==> src/rtl/prog_loader.sv <==
// Program-store loader: streams 16 bytes into a 16x8 store and holds the CPU until a load completes.
// Optional checksum byte check is compiled in with `define PROG_CHECKSUM_EN.
module prog_loader (
    input  logic       CK,
    input  logic       RST_N,
    input  logic       LOAD_REQ,
    input  logic [7:0] DIN,
    input  logic       DIN_VLD,
    output logic       DIN_RDY,
    input  logic [3:0] AD,
    output logic [7:0] Q,
    output logic       CPU_HOLD,
    output logic       DONE,
    output logic       ERR,
    output logic [2:0] STATE_DBG
);

`ifdef PROG_CHECKSUM_EN
    typedef enum logic [2:0] {
        IDLE = 3'd0, LOAD = 3'd1, CHK = 3'd2, RUN = 3'd3, FAIL = 3'd4
    } state_t;
`else
    typedef enum logic [2:0] {
        IDLE = 3'd0, LOAD = 3'd1, RUN = 3'd3
    } state_t;
`endif

    state_t     state, next_state;
    logic [3:0] wptr;
    logic [7:0] store [16];
    logic       done_r;
    logic       accept;
    logic       enter_load;
`ifdef PROG_CHECKSUM_EN
    logic [7:0] acc;
`endif

    // Handshake: a byte transfers on a rising edge where DIN_VLD and DIN_RDY are both 1.
    assign accept     = DIN_VLD && DIN_RDY;
    assign enter_load = (next_state == LOAD) && (state != LOAD);

    always_ff @(posedge CK or negedge RST_N) begin
        if (!RST_N) state <= IDLE;
        else        state <= next_state;
    end

    always_comb begin
        next_state = state;
        DIN_RDY    = 1'b0;
        case (state)
            IDLE: if (LOAD_REQ) next_state = LOAD;
            LOAD: begin
                DIN_RDY = 1'b1;
                if (accept && wptr == 4'd15) begin
`ifdef PROG_CHECKSUM_EN
                    next_state = CHK;
`else
                    next_state = RUN;
`endif
                end
            end
`ifdef PROG_CHECKSUM_EN
            CHK: begin
                DIN_RDY = 1'b1;
                if (accept) next_state = (DIN == acc) ? RUN : FAIL;
            end
            FAIL: if (LOAD_REQ) next_state = LOAD;
`endif
            RUN:  if (LOAD_REQ) next_state = LOAD;
            default: next_state = IDLE;
        endcase
    end

    // Write pointer wraps from 15 to 0 on the last byte; the FSM has already left LOAD by then.
    always_ff @(posedge CK or negedge RST_N) begin
        if (!RST_N) begin
            wptr <= 4'd0;
        end else if (enter_load) begin
            wptr <= 4'd0;
        end else if (state == LOAD && accept) begin
            wptr <= wptr + 4'd1;
        end
    end

`ifdef PROG_CHECKSUM_EN
    always_ff @(posedge CK or negedge RST_N) begin
        if (!RST_N) begin
            acc <= 8'h00;
        end else if (enter_load) begin
            acc <= 8'h00;
        end else if (state == LOAD && accept) begin
            acc <= acc + DIN;
        end
    end
`endif

    always_ff @(posedge CK or negedge RST_N) begin
        if (!RST_N) begin
            for (int i = 0; i < 16; i++) store[i] <= 8'h00;
        end else if (state == LOAD && accept) begin
            store[wptr] <= DIN;
        end
    end

    always_ff @(posedge CK or negedge RST_N) begin
        if (!RST_N) done_r <= 1'b0;
        else        done_r <= (next_state == RUN) && (state != RUN);
    end

    assign Q         = store[AD];
    assign CPU_HOLD  = (state != RUN);
    assign DONE      = done_r;
    assign STATE_DBG = state;
`ifdef PROG_CHECKSUM_EN
    assign ERR = (state == FAIL);
`else
    assign ERR = 1'b0;
`endif

endmodule

==> config.mk <==
export PLATFORM = sky130hd
export DESIGN_NAME = prog_loader
export DESIGN_NICKNAME = d
export VERILOG_FILES = /design/src/rtl/prog_loader.sv
export SDC_FILE = /design/constraint.sdc
export NUM_CORES = 1
export LEC_CHECK = 0
export BUFFER_PORTS_ARGS = -buffer_cell sky130_fd_sc_hd__buf_2
export CORE_MARGIN = 4
export CORE_UTILIZATION = 40
export DETAILED_ROUTE_END_ITERATION = 8
export GPL_TIMING_DRIVEN = 1
export PLACE_DENSITY = 0.68
export SYNTH_ARGS = -nofsm -noshare
export SYNTH_HDL_FRONTEND = slang
export SYNTH_SLANG_ARGS = --single-unit
==> constraint.sdc <==
create_clock -name CK -period 2.32 [get_ports CK]
set_input_delay 0.464 -clock CK [delete_from_list [all_inputs] [get_ports CK]]
set_output_delay 0.464 -clock CK [all_outputs]
set_load 0.05 [all_outputs]
* After elaboration in Yosys (flattened, before gate mapping)
Index checks and enable logic that the tools add are counted.
** Word-level totals
- Bits in registers :: 136
- Input port bits :: 16
- Logic and storage cells :: 53
- Output and inout bits :: 15
** Operators by class
- Reduce and logical (&&, ||, !) cells :: 9
- $lt $le $gt $ge :: 3
- Equal/unequal tests :: 7
- Muxes and demuxes :: 12
- Bitwise logic cells :: 2
- Add/subtract/negate cells :: 1
** Operators by type and width (number)
- 128-bit bitwise mux :: 1
- 8-bit binary-select mux with 4-bit select :: 1
- 8-bit demux with 4-bit select :: 1
- 8-bit two-way mux :: 3
- 5-bit greater-or-equal comparator (second input constant) :: 2
- 4-bit NOT with 5-bit output :: 2
- 4-bit two-way mux :: 2
- 3-bit by 1-bit == test with 1-bit output (second input constant) :: 2
- 3-bit by 2-bit == test with 1-bit output (second input constant) :: 2
- 1-bit logical AND :: 6
- 3-bit two-way mux :: 2
- 3-bit case mux with 2 select lines :: 1
- 5-bit by 1-bit less-than comparator with 1-bit output (second input constant) :: 1
- 4-bit by 1-bit adder with 4-bit output (second input constant) :: 1
- 4-bit == test (second input constant) :: 1
- 3-bit zero test :: 1
- 3-bit by 1-bit inequality test with 1-bit output (second input constant) :: 1
- 3-bit by 2-bit inequality test with 1-bit output (second input constant) :: 1
- 2-bit nonzero test :: 1
- 2-bit OR reduction :: 1
- 1-bit two-way mux :: 1

* Longest topological paths before layout
Gate-level depths: netlist (run 1).
- Depth after elaboration :: 9
- Gate-level depth with buffers :: 5
- Mapped depth without buffers :: 4

* Least setup slack after synthesis (run 1)
No wires, ideal clock.
- Path type :: flip-flop to output port
- Start point :: register state[0] (netlist: STATE_DBG[0])
- End point :: output DIN_RDY
- Cell stages (with the launch flop) :: 2
- Data arrival time :: 1918 ps
- Data required time :: 1856 ps
- Path buffers :: 0
- Setup slack :: -62 ps
- Cells stage by stage :: dfrtp_1 nor3b_1
** Between the ends
- Cells in the longest elaborated chain, start to end :: 2
** RTL lines
- start: declaration :: RTL line 28 : state_t state, next_state;
- start signal: assignment :: RTL line 44 : else state <= next_state;
- 3-bit by 1-bit == test with 1-bit output :: RTL line 50 : case (state)
- 1-bit two-way mux :: RTL line 50
- end: declaration :: RTL line 9 : output logic DIN_RDY,
Every way passes these cells.

* Worst setup path in the final report (run 1)
- Start point :: input AD[0]
- End point :: output Q[7]
** Between the ends
- Cells in the longest elaborated chain, start to end :: 4
** RTL lines
- start: declaration :: RTL line 10 : input logic [3:0] AD,
- 4-bit NOT with 5-bit output (implied by the code) :: RTL line 110 : assign Q = store[AD];
- 8-bit binary-select mux with 4-bit select :: RTL line 110
- 8-bit two-way mux (implied by the code) (2 in a row) :: RTL line 110
- end: declaration :: RTL line 11 : output logic [7:0] Q,
Every way passes these cells. The select of a mux whose other input is x is not followed.

==> impl_metrics.env, run 1 <==
export IMPL_grt_max_degree=55
export IMPL_cts_sinks=136
export IMPL_grt_overflow_total=0
export IMPL_worstPathRequired_ps=1860
export IMPL_async_flop_share=1.00
export IMPL_drive_gt1_frac=0.548
export IMPL_routedWlPerCell_um=21.3
export IMPL_endpoint_kind="output port"
export IMPL_die_area_um2=17800
export IMPL_rows=45
export IMPL_tightest_slew_ps=697
export IMPL_ys_ff_latch=136
export IMPL_initial_utilization=0.412
export IMPL_cts_tree="done"
export IMPL_post_cts_setup_buffers=0
export IMPL_clockRootBuffer="clkbuf_16"
export IMPL_timing_fmax_mhz=441
export IMPL_routed_via_density=5.45
export IMPL_clock_latency_ps=410
export IMPL_cts_htree_levels=4
export IMPL_core_area_um2=15300
export IMPL_finalPower_mw=5.87
export IMPL_hold_viol=0
export IMPL_powerDensity_nw_per_um2=785
export IMPL_grt_pass1_vias=3763
export IMPL_place_area_um2=6800
export IMPL_yosysWarnings=0
export IMPL_cp_arrival_ps=1800
export IMPL_area_delta_synth_final_pct=18.5
export IMPL_critical_path_startpoint="AD[0]"
export IMPL_worstPathMaxFanout=7
export IMPL_drv_cap=0
export IMPL_io_buffers=29
export IMPL_start_kind="input port"
export IMPL_final_cells=660
export IMPL_worstSetupPathType="input port to output port"
export IMPL_drcViolationCount=0
export IMPL_drtIter0Drc=212
export IMPL_gp_congestion=0.747
export IMPL_final_cell_area_um2=7480
export IMPL_cts_path_max_buffers=2
export IMPL_grt_setup_unrepaired="false"
export IMPL_final_period_utilization=0.978
export IMPL_clkTransAtPathRegs_ps=50
export IMPL_antenna_found_initial=0
export IMPL_maxSlewViolCount=0
export IMPL_vias=3597
export IMPL_cts_inserted_buffers=17
export IMPL_num_nets_final=458
export IMPL_place_hpwl_um=8830
export IMPL_worst_hold_slack_ps=9.77
export IMPL_place_inst=628
export IMPL_io_pins=31
export IMPL_r2r_start="wptr[3]$_DFFE_PN0P_"
export IMPL_finalSetupViolCount=0
export IMPL_ir_worst_vdd_mv=0.518
export IMPL_finalCriticalPeriod_ps=2270
export IMPL_synth_edff_count=0
export IMPL_postSynthAreaPerCell_um2=15.8
export IMPL_dr_pass1_iters=4
export IMPL_status="complete, no violations"
export IMPL_synth_cell_types=30
export IMPL_grt_pass1_wl_um=22300
export IMPL_ctsHoldBuffers=0
export IMPL_n_fill_cell=1308
export IMPL_syn_area_um2=6310
export IMPL_ant_nets=0
export IMPL_yosysSeqAreaShare=0.539
export IMPL_routed_wl_um=14100
export IMPL_track_usage=0.167
export IMPL_diodes=0
export IMPL_fin_skew_ps=4.78
export IMPL_worstHoldPathType="input port to async pin"
export IMPL_max_slew_margin=0.533
export IMPL_power_leakage_nw=3.58
export IMPL_synth_main_ff_cell="dfrtp_1"
export IMPL_die_height_um=134
export IMPL_syn_inst=400
export IMPL_ff2ff_setup_slack_ps=250
export IMPL_die_width_um=134
## cell usage in the layout (no fill, tap or decap), drive strengths merged
| cell | Yosys | routed |
|---|---|---|
| xor2 | 1 | 1 |
| nand3 | 13 | 13 |
| a22oi | 16 | 16 |
| buf | 14 | 41 |
| mux2 | 128 | 128 |
| o31ai | 1 | 1 |
| clkinv | 0 | 1 |
| nor2 | 3 | 3 |
| nand4bb | 1 | 1 |
| and2 | 1 | 1 |
| nor3b | 2 | 2 |
| nand4 | 4 | 4 |
| ha | 4 | 4 |
| nand2 | 11 | 11 |
| clkbuf | 12 | 30 |
| dfrtp | 136 | 136 |
| mux4 | 32 | 32 |
| conb | 1 | 2 |
| nand3b | 1 | 1 |
| a21oi | 3 | 3 |
| and4bb | 1 | 1 |
| inv | 5 | 5 |
| or3 | 2 | 2 |
| bufinv | 0 | 2 |
| o21ai | 4 | 4 |
| nor2b | 4 | 4 |
## power breakdown
group,internal (mW),leakage [nW],switching (mW),total (mW)
Clock,1.65,0.272,0.913,2.57
Combinational,0.317,1.45,0.339,0.657
Sequential,2.55,1.86,0.0902,2.64
Total,4.52,3.58,1.34,5.87
## synth_stat cells (all sizes together) (2+ instances only)
library cell,n,area (µm²)
nand3,13,178
or3,2,12.5
clkbuf,12,45.0
inv,5,18.8
nand2,11,41.3
o21ai,4,20.0
ha,4,50.1
nor2,3,11.3
buf,14,83.8
mux2,128,1440
dfrtp,136,3400
nand4,4,50.1
mux4,32,721
a22oi,16,120
nor2b,4,25.0
nor3b,2,15.0
a21oi,3,15.0
## cells by family (layout without fill, tap and decap cells)
| logic type | after synthesis | in the layout | synth area share |
|---|---|---|---|
| AO/OA/AOI/OAI | 24 | 24 | 0.0258 |
| XOR/XNOR | 1 | 1 | 0.00139 |
| adder cells (fa/ha/maj) | 4 | 4 | 0.00793 |
| buffers and inverters | 31 | 79 | 0.0234 |
| flip-flops | 136 | 136 | 0.539 |
| multiplexers | 160 | 160 | 0.343 |
| other | 1 | 2 | 0.000594 |
| AND/OR/NAND/NOR | 43 | 43 | 0.0587 |
## what timing repair did
item	4_1_cts	5_1_grt
endpoints found under the hold margin	0	0
setup endpoints to repair	8	6
gates resized for setup	13	6
gates cloned	1	1
pin swaps	1	1
## area by class of cell
| cell class | instances | area, µm² | area share |
|---|---|---|---|
| clock buffer | 27 | 493 | 0.0659 |
| clock inverter | 3 | 65.1 | 0.00870 |
| inverter | 5 | 18.8 | 0.00251 |
| multi-input combinational | 234 | 2840 | 0.380 |
| sequential | 136 | 3400 | 0.455 |
| tap | 211 | 264 | 0.0353 |
| timing repair buffer | 44 | 395 | 0.0529 |
## worst paths after layout
| kind | to | cells after the start |
|---|---|---|
| worst max register to register | store[38]$_DFFE_PN0P_ | 3 |
| max in group asynchronous | store[1]$_DFFE_PN0P_ | 2 |
| min in group CK | STATE_DBG[1]$_DFF_PN0_ | 2 |
| worst min-delay path | wptr[0]$_DFFE_PN0P_ | 1 |
| worst min register to register | store[70]$_DFFE_PN0P_ | 1 |
| worst max-delay path | Q[7] | 6 |
## metrics by stage
stage               utilization  setup slack [ps]  TNS, ps
global route              0.488              2.58        0
global placement          0.444              -143     -841
finish                    0.488              51.4        0
floorplan                     -              15.4        0
detailed placement        0.444              -160    -1050
CTS                       0.485            0.0758        0
## flip-flops by register name (all words and copies together) (netlist names)
name,cells
STATE_DBG,3
store,128
wptr,4
DONE,1
## critical path, cell delays in order
cell	delay (ps)
buf_6	160
buf_12	160
mux4_2	490
a22oi_1	230
nand2_2	90
buf_4	200
## metal layers
layer / GRT usage / part of all wire / wire length, µm / up-vias
li1: - / - / - / 1583
met1: 0.229 / 0.46 / 6440 / 1950
met2: 0.264 / 0.50 / 7000 / 54
met3: 0.0412 / 0.033 / 466 / 10
met4: 0.0531 / 0.010 / 145 / 0
met5: 0 / 0 / 0 / -
No activity file was read; power rests on OpenSTA's default activity.
==> run 2, diff against run 1 <==
- REMOVE_ABC_BUFFERS: not set -> 1
==> run 2 against run 1 <==
Against the previous run: routed wire length increased by 1.7%; die area unchanged; clock power about the same; sequential power about the same; fmax decreased by 1.4%; non-clock buffer count increased by 2; register-to-register slack improved by 110 ps; via count increased by 0.70%; clock skew about the same; highest routed layer unchanged.
==> impl_metrics.env, run 2 (same netlist as run 1, synthesis figures left out) <==
export IMPL_max_stage_delay_ps=540
export IMPL_diodes=0
export IMPL_drcViolationCount=0
export IMPL_p_sw_mw=1.41
export IMPL_power_internal_mw=4.52
export IMPL_fin_skew_ps=5.25
export IMPL_min_from="LOAD_REQ"
export IMPL_cts_inserted_buffers=17
export IMPL_routedWlPerCell_um=21.5
export IMPL_cp_slowest_cell="mux4_2"
export IMPL_vias=3622
export IMPL_start_kind="input port"
export IMPL_cts_sinks=136
export IMPL_grt_setup_unrepaired="true"
export IMPL_hold_viol=0
export IMPL_crit_buf_inv=4
export IMPL_pwr_share_clk=0.438
export IMPL_cts_path_max_buffers=2
export IMPL_ff2ff_setup_slack_ps=360
export IMPL_track_usage=0.172
export IMPL_top_register="store"
export IMPL_grt_overflow_total=0
export IMPL_die_width_um=134
export IMPL_finalCriticalPeriod_ps=2300
export IMPL_final_period_utilization=0.992
export IMPL_worstPathRequired_ps=1860
export IMPL_cp_common_cell="buf_6"
export IMPL_place_hpwl_um=9530
export IMPL_finalPower_mw=5.93
export IMPL_max_slew_margin=0.576
export IMPL_final_common_cell="dfrtp_1"
export IMPL_maxSlewViolCount=0
export IMPL_cts_htree_levels=4
export IMPL_reg2reg_depth=3
export IMPL_r2r_start="wptr[3]$_DFFE_PN0P_"
export IMPL_area_delta_synth_final_pct=19.9
export IMPL_drtIter0Drc=230
export IMPL_n_fill_cell=1311
export IMPL_p_comb_frac=0.114
export IMPL_timing_fmax_mhz=435
export IMPL_antenna_found_initial=0
export IMPL_ant_nets=0
export IMPL_finalSetupViolCount=0
export IMPL_die_area_um2=17800
export IMPL_endpoint_kind="output port"
export IMPL_worstPathMaxFanout=6
export IMPL_cp_arrival_ps=1840
export IMPL_routed_wl_um=14300
export IMPL_worstHoldPathType="input port to flop"
export IMPL_power_leakage_nw=3.63
export IMPL_path_delay_family="multiplexers"
export IMPL_post_cts_setup_buffers=0
export IMPL_grt_max_degree=52
export IMPL_min_to="STATE_DBG[1]$_DFF_PN0_"
export IMPL_worst_hold_slack_ps=269
export IMPL_drv_cap=0
export IMPL_final_cells=664
export IMPL_grt_pass1_wl_um=23100
export IMPL_clockRootBuffer="clkbuf_16"
export IMPL_num_nets_final=460
export IMPL_powerDensity_nw_per_um2=784
export IMPL_core_area_um2=15300
export IMPL_dr_pass1_iters=4
export IMPL_io_buffers=29
export IMPL_place_inst=629
export IMPL_cts_tree="done"
export IMPL_whs_path_depth=2
export IMPL_ir_worst_vdd_mv=0.579
export IMPL_routed_via_density=5.45
export IMPL_final_cell_area_um2=7560
export IMPL_initial_utilization=0.412
export IMPL_die_height_um=134
export IMPL_crit_chain="buf_6 -> buf_8 -> buf_12 -> mux4_2 -> a22oi_2 -> nand2_1 -> buf_6"
export IMPL_status="complete, no violations"
export IMPL_drive_gt1_frac=0.554
export IMPL_clkTransAtPathRegs_ps=50
export IMPL_clock_latency_ps=420
export IMPL_tightest_slew_ps=635
export IMPL_grt_pass1_vias=3954
export IMPL_pwr_share_seq=0.447
export IMPL_place_area_um2=6780
export IMPL_largest_register_ff_count=128
export IMPL_r2r_end="store[32]$_DFFE_PN0P_"
export IMPL_gp_congestion=0.789
export IMPL_io_pins=31
export IMPL_rows=45
export IMPL_worstSetupPathType="input port to output port"
export IMPL_final_cell_mix="dfrtp_1, mux2_2, mux4_2"
export IMPL_power_share_switching=0.238
[run 2: cell types whose count changed in the layout (fill, tap and decap cells not counted), moves of 2 or more]
cell,change
buf_2,-3
clkbuf_8,+3
buf_4,-3
buf_6,+8
clkbuf_1,-6
clkinv_2,+5
clkbuf_4,-2
a22oi_1,-2
nand2_1,+6
nand2_2,-6
a22oi_2,+2
[run 2: layout make-up]
cell class | count | area (µm²) | area share
sequential | 136 | 3400 | 0.450
timing repair buffer | 46 | 465 | 0.0615
inverter | 5 | 18.8 | 0.00248
clock inverter | 8 | 67.6 | 0.00893
multi-input combinational | 234 | 2830 | 0.374
tap | 211 | 264 | 0.0349
clock buffer | 24 | 512 | 0.0677
[run 2: what timing repair did]
item,4_1_cts,5_1_grt
hold endpoints to repair,7,0
cloned,2,0
hold buffers,1,0
pin swaps,4,4
setup endpoints to repair,8,8
resized for setup,27,11
[run 2: worst max-delay path by stage]
stage                           start                    to  depth (start not counted)
4_1_cts                         AD[0]                  Q[0]                          7
2_1_floorplan  STATE_DBG[0]$_DFF_PN0_  store[0]$_DFFE_PN0P_                          3
6_report                        AD[0]                  Q[1]                          7
5_1_grt                         AD[0]                  Q[1]                          7
3_3_place_gp                    AD[0]                  Q[5]                          7
3_5_place_dp                    AD[0]                  Q[4]                          7
[run 2: stage by stage]
stage	setup slack [ps]	utilization	setup TNS, ps
5_1_grt	-20.8	0.494	-28.0
2_1_floorplan	-211	-	-15500
4_1_cts	11.4	0.491	0
3_5_place_dp	-71.0	0.443	-405
6_report	19.2	0.494	0
3_3_place_gp	-74.4	0.443	-459
[run 2: power groups by stage]
stage / Combinational [mW] / Sequential [mW] / Clock (mW)
floorplan: 0.393 / 2.66 / 0
global placement: 0.608 / 2.68 / 0
detailed placement: 0.631 / 2.69 / 0
CTS: 0.675 / 2.65 / 2.64
global route: 0.729 / 2.67 / 2.75
finish: 0.677 / 2.65 / 2.60
[run 2: per-layer routing]
layer / track usage / part of all wire
met5: 0 / 0
met1: 0.237 / 0.47
met2: 0.273 / 0.49
met3: 0.0389 / 0.029
met4: 0.0554 / 0.014
==> run 3, diff against run 2 <==
- BUFFER_PORTS_ARGS: -buffer_cell sky130_fd_sc_hd__buf_2 -> -buffer_cell sky130_fd_sc_hd__clkbuf_2
- SETUP_SLACK_MARGIN: not set -> 0.3
==> run 3 against run 2 <==
Against the previous run: the run now ends with setup timing left; sequential cell count did not move; via count rose by 0.30%; final area fell by 0.13%.
==> impl_metrics.env, run 3 (same netlist as run 1, synthesis figures left out) <==
export IMPL_final_cells=665
export IMPL_pre_cts_ws_ps=-177
export IMPL_p_sw_mw=1.39
export IMPL_cts_htree_levels=4
export IMPL_ant_nets=0
export IMPL_die_width_um=134
export IMPL_pwr_share_clk=0.423
export IMPL_power_internal_mw=4.39
export IMPL_drcViolationCount=0
export IMPL_setup_tns_ps=-31.1
export IMPL_timing_fmax_mhz=426
export IMPL_crit_chain="clkbuf_16 -> buf_12 -> buf_4 -> mux4_2 -> a22oi_1 -> nand2_1 -> buf_8"
export IMPL_gp_congestion=0.734
export IMPL_grt_max_degree=66
export IMPL_track_usage=0.171
export IMPL_hold_viol=0
export IMPL_cp_slowest_cell="mux4_2"
export IMPL_largest_register_ff_count=128
export IMPL_cts_path_max_buffers=2
export IMPL_cts_inserted_buffers=17
export IMPL_violations="setup timing"
export IMPL_grt_pass1_vias=3948
export IMPL_die_height_um=134
export IMPL_grt_setup_unrepaired="true"
export IMPL_dr_pass1_iters=4
export IMPL_final_common_cell="dfrtp_1"
export IMPL_max_stage_delay_ps=480
export IMPL_initial_utilization=0.412
export IMPL_rows=45
export IMPL_status="finished, violations left"
export IMPL_antenna_found_initial=2
export IMPL_pwr_share_seq=0.458
export IMPL_powerDensity_nw_per_um2=765
export IMPL_routed_wl_um=14300
export IMPL_maxSlewViolCount=0
export IMPL_final_period_utilization=1.01
export IMPL_power_share_switching=0.241
export IMPL_p_comb_frac=0.119
export IMPL_routedWlPerCell_um=21.5
export IMPL_place_hpwl_um=9400
export IMPL_final_cell_mix="dfrtp_1, mux2_2, mux4_2"
export IMPL_worstPathMaxFanout=7
export IMPL_num_nets_final=459
export IMPL_die_area_um2=17800
export IMPL_dr_wl_met2_um=7420
export IMPL_worstPathRequired_ps=1860
export IMPL_endpoint_kind="output port"
export IMPL_start_kind="input port"
export IMPL_worstHoldPathType="input port to flop"
export IMPL_vias=3633
export IMPL_power_leakage_nw=3.62
export IMPL_cp_arrival_ps=1880
export IMPL_fin_skew_ps=8.76
export IMPL_clkTransAtPathRegs_ps=50
export IMPL_cts_tree="done"
export IMPL_drv_cap=0
export IMPL_tightest_slew_ps=589
export IMPL_worstSetupPathType="input port to output port"
export IMPL_core_area_um2=15300
export IMPL_drtIter0Drc=195
export IMPL_wl_met1_um=6190
export IMPL_wl_met3_um=540
export IMPL_io_pins=31
export IMPL_io_buffers=29
export IMPL_grt_overflow_total=0
export IMPL_drive_gt1_frac=0.540
export IMPL_routed_via_density=5.46
export IMPL_finalCriticalPeriod_ps=2350
export IMPL_ir_worst_vdd_mv=0.568
export IMPL_place_inst=626
export IMPL_finalSetupViolCount=2
export IMPL_top_register="store"
export IMPL_crit_buf_inv=4
export IMPL_setup_slack_ps=-27.2
export IMPL_grt_pass1_wl_um=23300
export IMPL_clockRootBuffer="clkbuf_16"
export IMPL_cts_sinks=136
export IMPL_area_delta_synth_final_pct=19.7
export IMPL_clock_latency_ps=410
export IMPL_path_delay_family="buffers and inverters"
export IMPL_top_layer_used="met4"
export IMPL_max_slew_margin=0.605
==> run 3: power by group through the flow <==
| stage | clock network (mW) | registers [mW] | logic [mW] |
|---|---|---|---|
| finish | 2.44 | 2.65 | 0.687 |
| global route | 2.62 | 2.66 | 0.739 |
| CTS | 2.49 | 2.65 | 0.685 |
| detailed placement | 0 | 2.68 | 0.631 |
| global placement | 0 | 2.67 | 0.611 |
| floorplan | 0 | 2.66 | 0.393 |
==> run 3: final cells by class <==
| type | count | area [µm²] |
|---|---|---|
| timing repair buffer | 45 | 497 |
| antenna | 2 | 5.00 |
| fill | 1292 | 7760 |
| clock inverter | 8 | 45.0 |
| multi-input combinational | 234 | 2820 |
| clock buffer | 24 | 502 |
| sequential | 136 | 3400 |
| inverter | 5 | 18.8 |
| tap | 211 | 264 |
==> run 3: repair_timing <==
action,in CTS,in global routing
setup endpoints to repair,16,15
hold buffers,1,0
hold endpoints to repair,44,0
buffers inserted,0,3
cloned,1,0
gates resized for setup,32,5
pin swaps,5,4
==> run 3: worst paths after layout <==
check                                  startpoint  cells after the start                endpoint  slack, ps
min in group asynchronous                   RST_N                      2  store[124]$_DFFE_PN0P_        560
max in group asynchronous                   RST_N                      3     wptr[1]$_DFFE_PN0P_       1050
setup / recovery                            AD[0]                      7                    Q[6]        -30
hold / removal                           LOAD_REQ                      2  STATE_DBG[1]$_DFF_PN0_        300
hold reg to reg             store[67]$_DFFE_PN0P_                      1   store[67]$_DFFE_PN0P_        480
setup reg to reg           STATE_DBG[1]$_DFF_PN0_                      4   store[24]$_DFFE_PN0P_        400
==> run 3: layer usage <==
metal,track usage,vias to the layer above
li1,-,1587
met1,0.224,1949
met2,0.288,83
met3,0.0359,14
met4,0.0560,0
met5,0,-
==> run 3: per-stage QoR <==
step           utilization  power (mW)  cell area, µm²  hold WS (ps)
5_1_grt              0.493        6.03            7550           292
2_1_floorplan            -        3.05            6180           168
6_report             0.493        5.78            7550           298
3_5_place_dp         0.442        3.32            6770           422
4_1_cts              0.490        5.83            7510           283
3_3_place_gp         0.442        3.28            6770           416
